--- src/rtl/tx_burst_scheduler.sv ---
// Round-robin burst scheduler sharing one 64-bit lane transmit path among NUM_CH sources.
// One channel owns the lane per burst; a burst ends on end-of-packet or after BURST_MAX words.
module tx_burst_scheduler #(
  parameter int  NUM_CH    = 4,
  parameter int  BURST_MAX = 8,
  localparam int CH_W      = $clog2(NUM_CH),
  localparam int CNT_W     = $clog2(BURST_MAX)
) (
  input  logic                   USER_CLK,
  input  logic                   SYSTEM_RESET_N,
  input  logic                   TX_ENABLE,
  input  logic [64*NUM_CH-1:0]   CH_DATA,
  input  logic [NUM_CH-1:0]      CH_VALID,
  input  logic [NUM_CH-1:0]      CH_LAST,
  output logic [NUM_CH-1:0]      CH_READY,
  output logic [63:0]            DATA_OUT,
  output logic                   DATA_TO_SEND,
  input  logic                   DATA_IN_READY,
  output logic [CH_W-1:0]        BURST_CH,
  output logic                   BURST_SOP,
  output logic                   BURST_EOP,
  output logic                   BUSY
);

  typedef enum logic {IDLE, BURST} state_t;

  state_t           state, state_nxt;
  logic [CH_W-1:0]  grant, grant_nxt;
  logic [CH_W-1:0]  rr_ptr, rr_ptr_nxt;
  logic [CNT_W-1:0] burst_cnt, burst_cnt_nxt;
  logic             sop_pend, sop_pend_nxt;

  logic [63:0]      ch_word [NUM_CH];
  logic [CH_W-1:0]  arb_ch, cand;
  logic             arb_hit;
  logic             in_burst, xfer, eop;

  for (genvar i = 0; i < NUM_CH; i++) begin : g_unpack
    assign ch_word[i] = CH_DATA[64*i +: 64];
  end

  // Scan from the farthest candidate back to rr_ptr+1 so the nearest valid channel wins.
  always_comb begin
    // NOTE: every variable written here gets a default first, so no path can infer a latch.
    arb_ch  = '0;
    arb_hit = 1'b0;
    cand    = '0;
    for (int off = NUM_CH; off >= 1; off--) begin
      cand = CH_W'((int'(rr_ptr) + off) % NUM_CH);
      if (CH_VALID[cand]) begin
        arb_ch  = cand;
        arb_hit = 1'b1;
      end
    end
  end

  assign in_burst = (state == BURST);
  assign xfer     = in_burst && CH_VALID[grant] && DATA_IN_READY;
  assign eop      = xfer && (CH_LAST[grant] || (burst_cnt == CNT_W'(BURST_MAX - 1)));

  always_comb begin
    state_nxt     = state;
    grant_nxt     = grant;
    rr_ptr_nxt    = rr_ptr;
    burst_cnt_nxt = burst_cnt;
    sop_pend_nxt  = sop_pend;
    unique case (state)
      IDLE: begin
        if (TX_ENABLE && arb_hit) begin
          grant_nxt     = arb_ch;
          burst_cnt_nxt = '0;
          sop_pend_nxt  = 1'b1;
          state_nxt     = BURST;
        end
      end
      BURST: begin
        if (xfer) begin
          burst_cnt_nxt = burst_cnt + CNT_W'(1);
          sop_pend_nxt  = 1'b0;
          if (eop) begin
            // The finishing channel becomes lowest priority for the next arbitration.
            rr_ptr_nxt = grant;
            state_nxt  = IDLE;
          end
        end
      end
      default: state_nxt = IDLE;
    endcase
  end

  // NOTE: sequential state uses non-blocking assignments so every flop samples pre-edge values.
  always_ff @(posedge USER_CLK or negedge SYSTEM_RESET_N) begin
    if (!SYSTEM_RESET_N) begin
      state     <= IDLE;
      grant     <= '0;
      rr_ptr    <= CH_W'(NUM_CH - 1);
      burst_cnt <= '0;
      sop_pend  <= 1'b0;
    end else begin
      state     <= state_nxt;
      grant     <= grant_nxt;
      rr_ptr    <= rr_ptr_nxt;
      burst_cnt <= burst_cnt_nxt;
      sop_pend  <= sop_pend_nxt;
    end
  end

  always_comb begin
    CH_READY = '0;
    if (in_burst) CH_READY[grant] = CH_VALID[grant] & DATA_IN_READY;
  end

  assign DATA_OUT     = ch_word[grant];
  assign DATA_TO_SEND = in_burst && CH_VALID[grant];
  assign BURST_CH     = grant;
  assign BURST_SOP    = xfer && sop_pend;
  assign BURST_EOP    = eop;
  assign BUSY         = in_burst;

endmodule

--- config.mk ---
export PLATFORM = sky130hd
export DESIGN_NAME = tx_burst_scheduler
export DESIGN_NICKNAME = d
export VERILOG_FILES = /design/src/rtl/tx_burst_scheduler.sv
export SDC_FILE = /design/constraint.sdc
export NUM_CORES = 1
export LEC_CHECK = 0
export ABC_CLOCK_PERIOD_IN_PS = 2450
export CORE_AREA = 8 8 128 130
export DETAILED_ROUTE_END_ITERATION = 6
export DIE_AREA = 0 0 136 138
export SLEW_MARGIN = 10
export SYNTH_ARGS = -nofsm -noshare
export SYNTH_HDL_FRONTEND = slang
export SYNTH_SLANG_ARGS = --single-unit
--- constraint.sdc ---
create_clock -name USER_CLK -period 2.45 [get_ports USER_CLK]
set_input_delay 0.49 -clock USER_CLK [delete_from_list [all_inputs] [get_ports USER_CLK]]
set_output_delay 0.49 -clock USER_CLK [all_outputs]
set_load 0.02 [all_outputs]
==> impl_metrics.env, run 1 <==
export IMPL_status="complete, no violations"
export IMPL_hold_viol=0
export IMPL_drt_pass1_iter_count=5
export IMPL_r2r_setup_slack_ns=0.50
export IMPL_finalPower_mw=5.46
export IMPL_endpoint_kind="output pin"
export IMPL_synth_area_um2=2130
export IMPL_ys_ff_latch=9
export IMPL_grt_overflow_total=0
export IMPL_cts_root_buf="clkbuf_16"
export IMPL_synth_seq_area_share_pct=10.7
export IMPL_path_max_fanout=15
export IMPL_startpoint_type="flop"
export IMPL_setup_slack_ns=0.0654
export IMPL_cp_cell_sequence="bufbuf_16 -> mux4_2 -> dlygate4sd2_1"
export IMPL_worstPathArrival_ns=1.89
export IMPL_clk_latency_ns=0.23
export IMPL_fin_crit_ns=2.38
export IMPL_die_x_um=136
export IMPL_drt_total_wl_mm=17.3
export IMPL_grt_max_degree=35
export IMPL_yosysWarnings=0
export IMPL_diodes=0
export IMPL_dp_hpwl_mm=15.0
export IMPL_core_um2=14300
export IMPL_gp_congestion=0.894
export IMPL_r2r_cells=7
export IMPL_drt_first_iter_violations=113
export IMPL_nets=765
export IMPL_path_depth=3
export IMPL_mostFrequentLayoutCell="clkdlybuf4s50_1"
export IMPL_finalSetupTns_ns=0
export IMPL_hp_class="flop to flop"
export IMPL_post_drt_wl_per_cell_um=25.6
export IMPL_antenna_found_initial=2
export IMPL_drc=0
export IMPL_clkTransAtPathRegs_ns=0.04
export IMPL_drv_cap=0
export IMPL_area_growth_pct=184
export IMPL_grt_total_usage_pct=17.2
export IMPL_worst_path_buf_inv=2
export IMPL_numCtsBuffers=3
export IMPL_synthCells=139
export IMPL_cts_htree_levels=1
export IMPL_rsz0062_at_grt="false"
export IMPL_crit_family="buffers and inverters"
export IMPL_layout_common_cells="clkdlybuf4s50_1, dlygate4sd2_1, mux4_2"
export IMPL_ir_worst_vdd_v=0.000662
export IMPL_finalCritPeriodShare_pct=97.3
export IMPL_slowest_delay_ns=0.51
export IMPL_vias=3017
export IMPL_slew_headroom_pct=67.2
export IMPL_die_area_um2=18800
export IMPL_fmax_ghz=0.419
export IMPL_final_layout_size_suffix_gt1_share_pct=22.7
export IMPL_portBuffers=341
export IMPL_vias_per_cell=4.45
export IMPL_critPathKind="flop to output pin"
export IMPL_syn_nets=409
export IMPL_synth_cell_types=33
export IMPL_postSynthAreaPerCell_um2=15.3
export IMPL_rows=44
export IMPL_p_leak_nw=2.38
export IMPL_fin_worst_skew_ns=0.00198
export IMPL_cts_tree="done"
export IMPL_grt_first_pass_wirelength_mm=24.3
export IMPL_cp_required_ns=1.96
export IMPL_cts_sinks=9
export IMPL_antenna_left=0
export IMPL_ioPinCount=342
export IMPL_clk_path_buf_depth=2
export IMPL_grt_pass1_vias=3433
export IMPL_dp_slack_ns=-0.398
export IMPL_worst_path_max_delay_cell="mux4_2"
export IMPL_initial_core_util_pct=14.9
export IMPL_fp_dieH_um=138
export IMPL_powerDensity_nw_per_um2=902
export IMPL_holdPathStages=1
export IMPL_final_setup_viol_count=0
export IMPL_drv_slew=0
export IMPL_worst_pin_slew_ns=0.490
timing repair:
action,4_1_cts,5_1_grt
gates cloned,2,0
resized for setup,80,9
buffers inserted,3,0
setup endpoints to repair,71,6
hold buffers,0,0
registers in the layout, indices dropped and copies added, names as in the netlist:
name       cells
burst_cnt      3
BUSY           1
rr_ptr         2
sop_pend       1
BURST_CH       2
where the power goes:
part | switching [mW] | internal (mW) | total (mW)
clock | 0.0681 | 0.217 | 0.285
combinational | 2.26 | 2.56 | 4.82
sequential | 0.106 | 0.243 | 0.349
final timing paths:
path | start | endpoint
min | sop_pend$_DFFE_PN0P_ | sop_pend$_DFFE_PN0P_
min reg2reg | sop_pend$_DFFE_PN0P_ | sop_pend$_DFFE_PN0P_
max in group asynchronous | SYSTEM_RESET_N | BURST_CH[0]$_DFFE_PN0P_
min in group asynchronous | SYSTEM_RESET_N | BUSY$_DFF_PN0_
max | BURST_CH[0]$_DFFE_PN0P_ | DATA_OUT[13]
max reg2reg | BURST_CH[0]$_DFFE_PN0P_ | rr_ptr[0]$_DFFE_PN1P_
synth_stat cells:
| library cell | number | area [um2] |
|---|---|---|
| nand3_1 | 1 | 5.00 |
| ha_1 | 2 | 25.0 |
| nor3b_1 | 2 | 15.0 |
| mux2_2 | 2 | 22.5 |
| a311o_4 | 1 | 20.0 |
| dfstp_2 | 2 | 52.6 |
| nand2b_1 | 4 | 25.0 |
| o22a_2 | 1 | 10.0 |
| or2b_1 | 1 | 7.51 |
| a2111oi_0 | 1 | 8.76 |
| o21ai_0 | 2 | 10.0 |
| nand3b_1 | 3 | 22.5 |
| nor3b_2 | 1 | 12.5 |
| buf_2 | 9 | 45.0 |
| and3_1 | 1 | 6.26 |
| a21oi_1 | 3 | 15.0 |
| nor3_1 | 2 | 10.0 |
| nor2b_1 | 3 | 18.8 |
| inv_1 | 5 | 18.8 |
| clkbuf_1 | 2 | 7.51 |
| nand3b_4 | 1 | 20.0 |
| mux2_4 | 2 | 30.0 |
| mux4_2 | 64 | 1440 |
| buf_1 | 5 | 18.8 |
| o221ai_1 | 1 | 8.76 |
| o21ai_1 | 1 | 5.00 |
| nor2_1 | 1 | 3.75 |
| nor4_1 | 1 | 6.26 |
| a31oi_1 | 1 | 6.26 |
| a21o_1 | 2 | 15.0 |
| dfrtp_1 | 7 | 175 |
| mux2i_1 | 4 | 40.0 |
| nand2_1 | 1 | 3.75 |
final cells by class:
cell class,instances,area [um2]
Clock buffer,4,78.8
Fill cell,1361,8270
Multi-Input combinational cell,109,1820
Tap cell,184,230
Inverter,5,18.8
Sequential cell,9,233
Timing Repair Buffer,367,3660
cells by family (layout without fill, tap and decap cells):
group	count (synthesis)	after routing	share of synthesized area [%]
flops	9	9	10.7
mux	72	72	71.9
buf+inv	21	376	4.23
fa+ha+maj	2	2	1.17
compound gates	13	13	4.64
simple gates	22	22	7.34
layer usage:
layer	vias up	track usage, %	routed length (um)
li1	1345	-	-
met3	32	4.13	1310
met5	-	0	31
met1	1466	20.3	6840
met4	4	3.59	384
met2	170	30.6	8780
per-stage QoR:
stage	instances	utilization, %	hold slack [ns]	instance area, um2
finish	678	42.2	0.472	6050
global route	678	42.2	0.502	6050
CTS	678	42.3	0.474	6050
detailed placement	669	41.5	0.462	5940
global placement	669	41.5	0.463	5940
floorplan	139	-	0.194	2130
Note: power is estimated with default switching activity, not from simulation.
==> run 2, diff against run 1 <==
--- a/config.mk
+++ b/config.mk
@@ -5,10 +5,11 @@
 export SDC_FILE = /design/constraint.sdc
 export NUM_CORES = 1
 export LEC_CHECK = 0
-export ABC_CLOCK_PERIOD_IN_PS = 2450
-export CORE_AREA = 8 8 128 130
+export ABC_CLOCK_PERIOD_IN_PS = 3100
+export CORE_AREA = 8 8 126 128
 export DETAILED_ROUTE_END_ITERATION = 6
-export DIE_AREA = 0 0 136 138
+export DIE_AREA = 0 0 134 136
+export GPL_TIMING_DRIVEN = 1
 export SLEW_MARGIN = 10
 export SYNTH_ARGS = -nofsm -noshare
 export SYNTH_HDL_FRONTEND = slang
==> constraint.sdc (replaced) <==
create_clock -name USER_CLK -period 3.1 [get_ports USER_CLK]
set_input_delay 0.62 -clock USER_CLK [delete_from_list [all_inputs] [get_ports USER_CLK]]
set_output_delay 0.62 -clock USER_CLK [all_outputs]
set_load 0.02 [all_outputs]
==> run 2 against run 1 <==
Non-clock buffer count is 12 lower; final cell count is 1.8% lower; combinational power is 20% lower; clock skew is 0.0010 ns lower; sequential cell count stayed put; die area is 2.9% lower; sequential power is 19% lower; largest power group unchanged; clock power is 21% lower; worst hold slack hardly changed; critical path depth is 1 higher; global-route usage is 0.076 points higher.
==> impl_metrics.env, run 2 (same netlist as run 1, synthesis figures left out) <==
export IMPL_cp_required_ns=2.48
export IMPL_numCtsBuffers=3
export IMPL_fp_dieH_um=136
export IMPL_cp_cell_sequence="buf_12 -> buf_12 -> mux4_2 -> clkdlybuf4s50_1"
export IMPL_cts_tree="done"
export IMPL_die_area_um2=18200
export IMPL_startpoint_type="flop"
export IMPL_grt_overflow_total=0
export IMPL_finalCritPeriodShare_pct=94.0
export IMPL_area_growth_pct=179
export IMPL_rsz0062_at_grt="false"
export IMPL_portBuffers=341
export IMPL_p_leak_nw=2.16
export IMPL_slew_headroom_pct=65.9
export IMPL_finalPower_mw=4.36
export IMPL_core_um2=14000
export IMPL_vias_per_cell=4.49
export IMPL_drt_total_wl_mm=16.9
export IMPL_worst_path_max_delay_cell="clkdlybuf4s50_1"
export IMPL_largest_reg_flops=3
export IMPL_post_cts_buffers=0
export IMPL_status="complete, no violations"
export IMPL_critPathKind="flop to output pin"
export IMPL_grt_pass1_vias=3288
export IMPL_ioPinCount=342
export IMPL_layout_common_cells="clkdlybuf4s50_1, mux4_2, buf_4"
export IMPL_r2r_cells=6
export IMPL_nets=753
export IMPL_diodes=0
export IMPL_hp_class="flop to flop"
export IMPL_slowest_delay_ns=0.60
export IMPL_mostFrequentLayoutCell="clkdlybuf4s50_1"
export IMPL_fmax_ghz=0.343
export IMPL_final_layout_size_suffix_gt1_share_pct=19.3
export IMPL_powerDensity_nw_per_um2=735
export IMPL_cts_root_buf="clkbuf_16"
export IMPL_fin_crit_ns=2.91
export IMPL_grt_first_pass_wirelength_mm=23.6
export IMPL_drt_pass1_iter_count=4
export IMPL_worst_pin_slew_ns=0.498
export IMPL_antenna_left=0
export IMPL_clkTransAtPathRegs_ns=0.04
export IMPL_cts_htree_levels=1
export IMPL_cp_common_cell="buf_12"
export IMPL_holdPathStages=1
export IMPL_worstPathArrival_ns=2.29
export IMPL_drv_slew=0
export IMPL_dp_hpwl_mm=14.8
export IMPL_rows=44
export IMPL_drc=0
export IMPL_final_setup_viol_count=0
export IMPL_ir_worst_vdd_v=0.000605
export IMPL_cts_sinks=9
export IMPL_path_max_fanout=33
export IMPL_grt_max_degree=36
export IMPL_endpoint_kind="output pin"
export IMPL_hold_viol=0
export IMPL_fin_worst_skew_ns=0.000945
export IMPL_gp_congestion=0.936
export IMPL_vias=2993
export IMPL_largest_register="burst_cnt"
export IMPL_initial_core_util_pct=15.2
export IMPL_clk_path_buf_depth=2
export IMPL_antenna_found_initial=2
export IMPL_post_drt_wl_per_cell_um=25.4
export IMPL_drv_cap=0
export IMPL_grt_total_usage_pct=17.3
export IMPL_drt_first_iter_violations=172
export IMPL_die_x_um=134
export IMPL_final_util_pct=42.3
export IMPL_clk_latency_ns=0.23
==> run 2: changes by cell type in the layout (fill, tap and decap cells not counted), sizes merged <==
cell / change
dlymetal6s2s: -1
clkdlybuf4s15: -2
clkdlybuf4s50: +70
buf: -11
clkbuf: -3
dlygate4sd2: -63
bufbuf: -2
==> run 2: layer usage <==
metal	part of all wire [%]	global-route usage (%)
met1	39	21.3
met2	51	30.1
met5	0.14	0
met4	0.95	2.31
met3	9.1	4.73
==> run 2: final cells by class <==
type / count / area [um2]
Clock buffer: 4 / 78.8
Fill cell: 1322 / 8100
Inverter: 5 / 18.8
Multi-Input combinational cell: 109 / 1810
Sequential cell: 9 / 233
Tap cell: 184 / 230
Timing Repair Buffer: 355 / 3570
==> run 2: critical path, delay by kind of cell (launching register included) <==
kind     cells  cell delay (ns)
buf+inv      3             1.04
flops        1             0.46
mux          1             0.51
==> run 2: stage by stage <==
step                      setup slack (ns)  instances  TNS, ns  hold WS (ns)  area [um2]
final                                0.187        666        0         0.472        5940
after global routing                 0.104        666        0         0.508        5940
after CTS                            0.148        666        0         0.475        5940
after detailed placement           -0.0513        662  -0.0513         0.466        5860
after global placement             -0.0463        662  -0.0463         0.464        5860
after floorplan                      0.777        139        0         0.324        2130
==> run 2: final timing paths <==
path,startpoint,end,slack [ns]
worst max-delay path,BURST_CH[0]$_DFFE_PN0P_,DATA_OUT[50],0.19
worst max register to register,burst_cnt[0]$_DFFE_PN0P_,rr_ptr[1]$_DFFE_PN1P_,1.11
worst min register to register,sop_pend$_DFFE_PN0P_,sop_pend$_DFFE_PN0P_,0.47
max in group asynchronous,SYSTEM_RESET_N,rr_ptr[0]$_DFFE_PN1P_,2.10
min in group asynchronous,SYSTEM_RESET_N,sop_pend$_DFFE_PN0P_,0.68
worst min-delay path,sop_pend$_DFFE_PN0P_,sop_pend$_DFFE_PN0P_,0.47
==> run 2: power breakdown <==
group	internal [mW]	switching (mW)	leakage, nW
sequential	0.192	0.0893	0.105
clock	0.172	0.0538	0.0382
combinational	2.12	1.74	2.02
==> run 2: what timing repair did <==
action                     CTS  global route
hold buffers                 0             0
setup endpoints to repair    2             0
gates resized for setup      2             0
==> run 3, diff against run 2 <==
--- a/config.mk
+++ b/config.mk
@@ -10,7 +10,7 @@
 export DETAILED_ROUTE_END_ITERATION = 6
 export DIE_AREA = 0 0 134 136
 export GPL_TIMING_DRIVEN = 1
-export SLEW_MARGIN = 10
+export HOLD_SLACK_MARGIN = 0.15
 export SYNTH_ARGS = -nofsm -noshare
 export SYNTH_HDL_FRONTEND = slang
 export SYNTH_SLANG_ARGS = --single-unit
==> results of run 3 <==
Same layout as run 2: the final DEF is identical, and so are final timing and power.
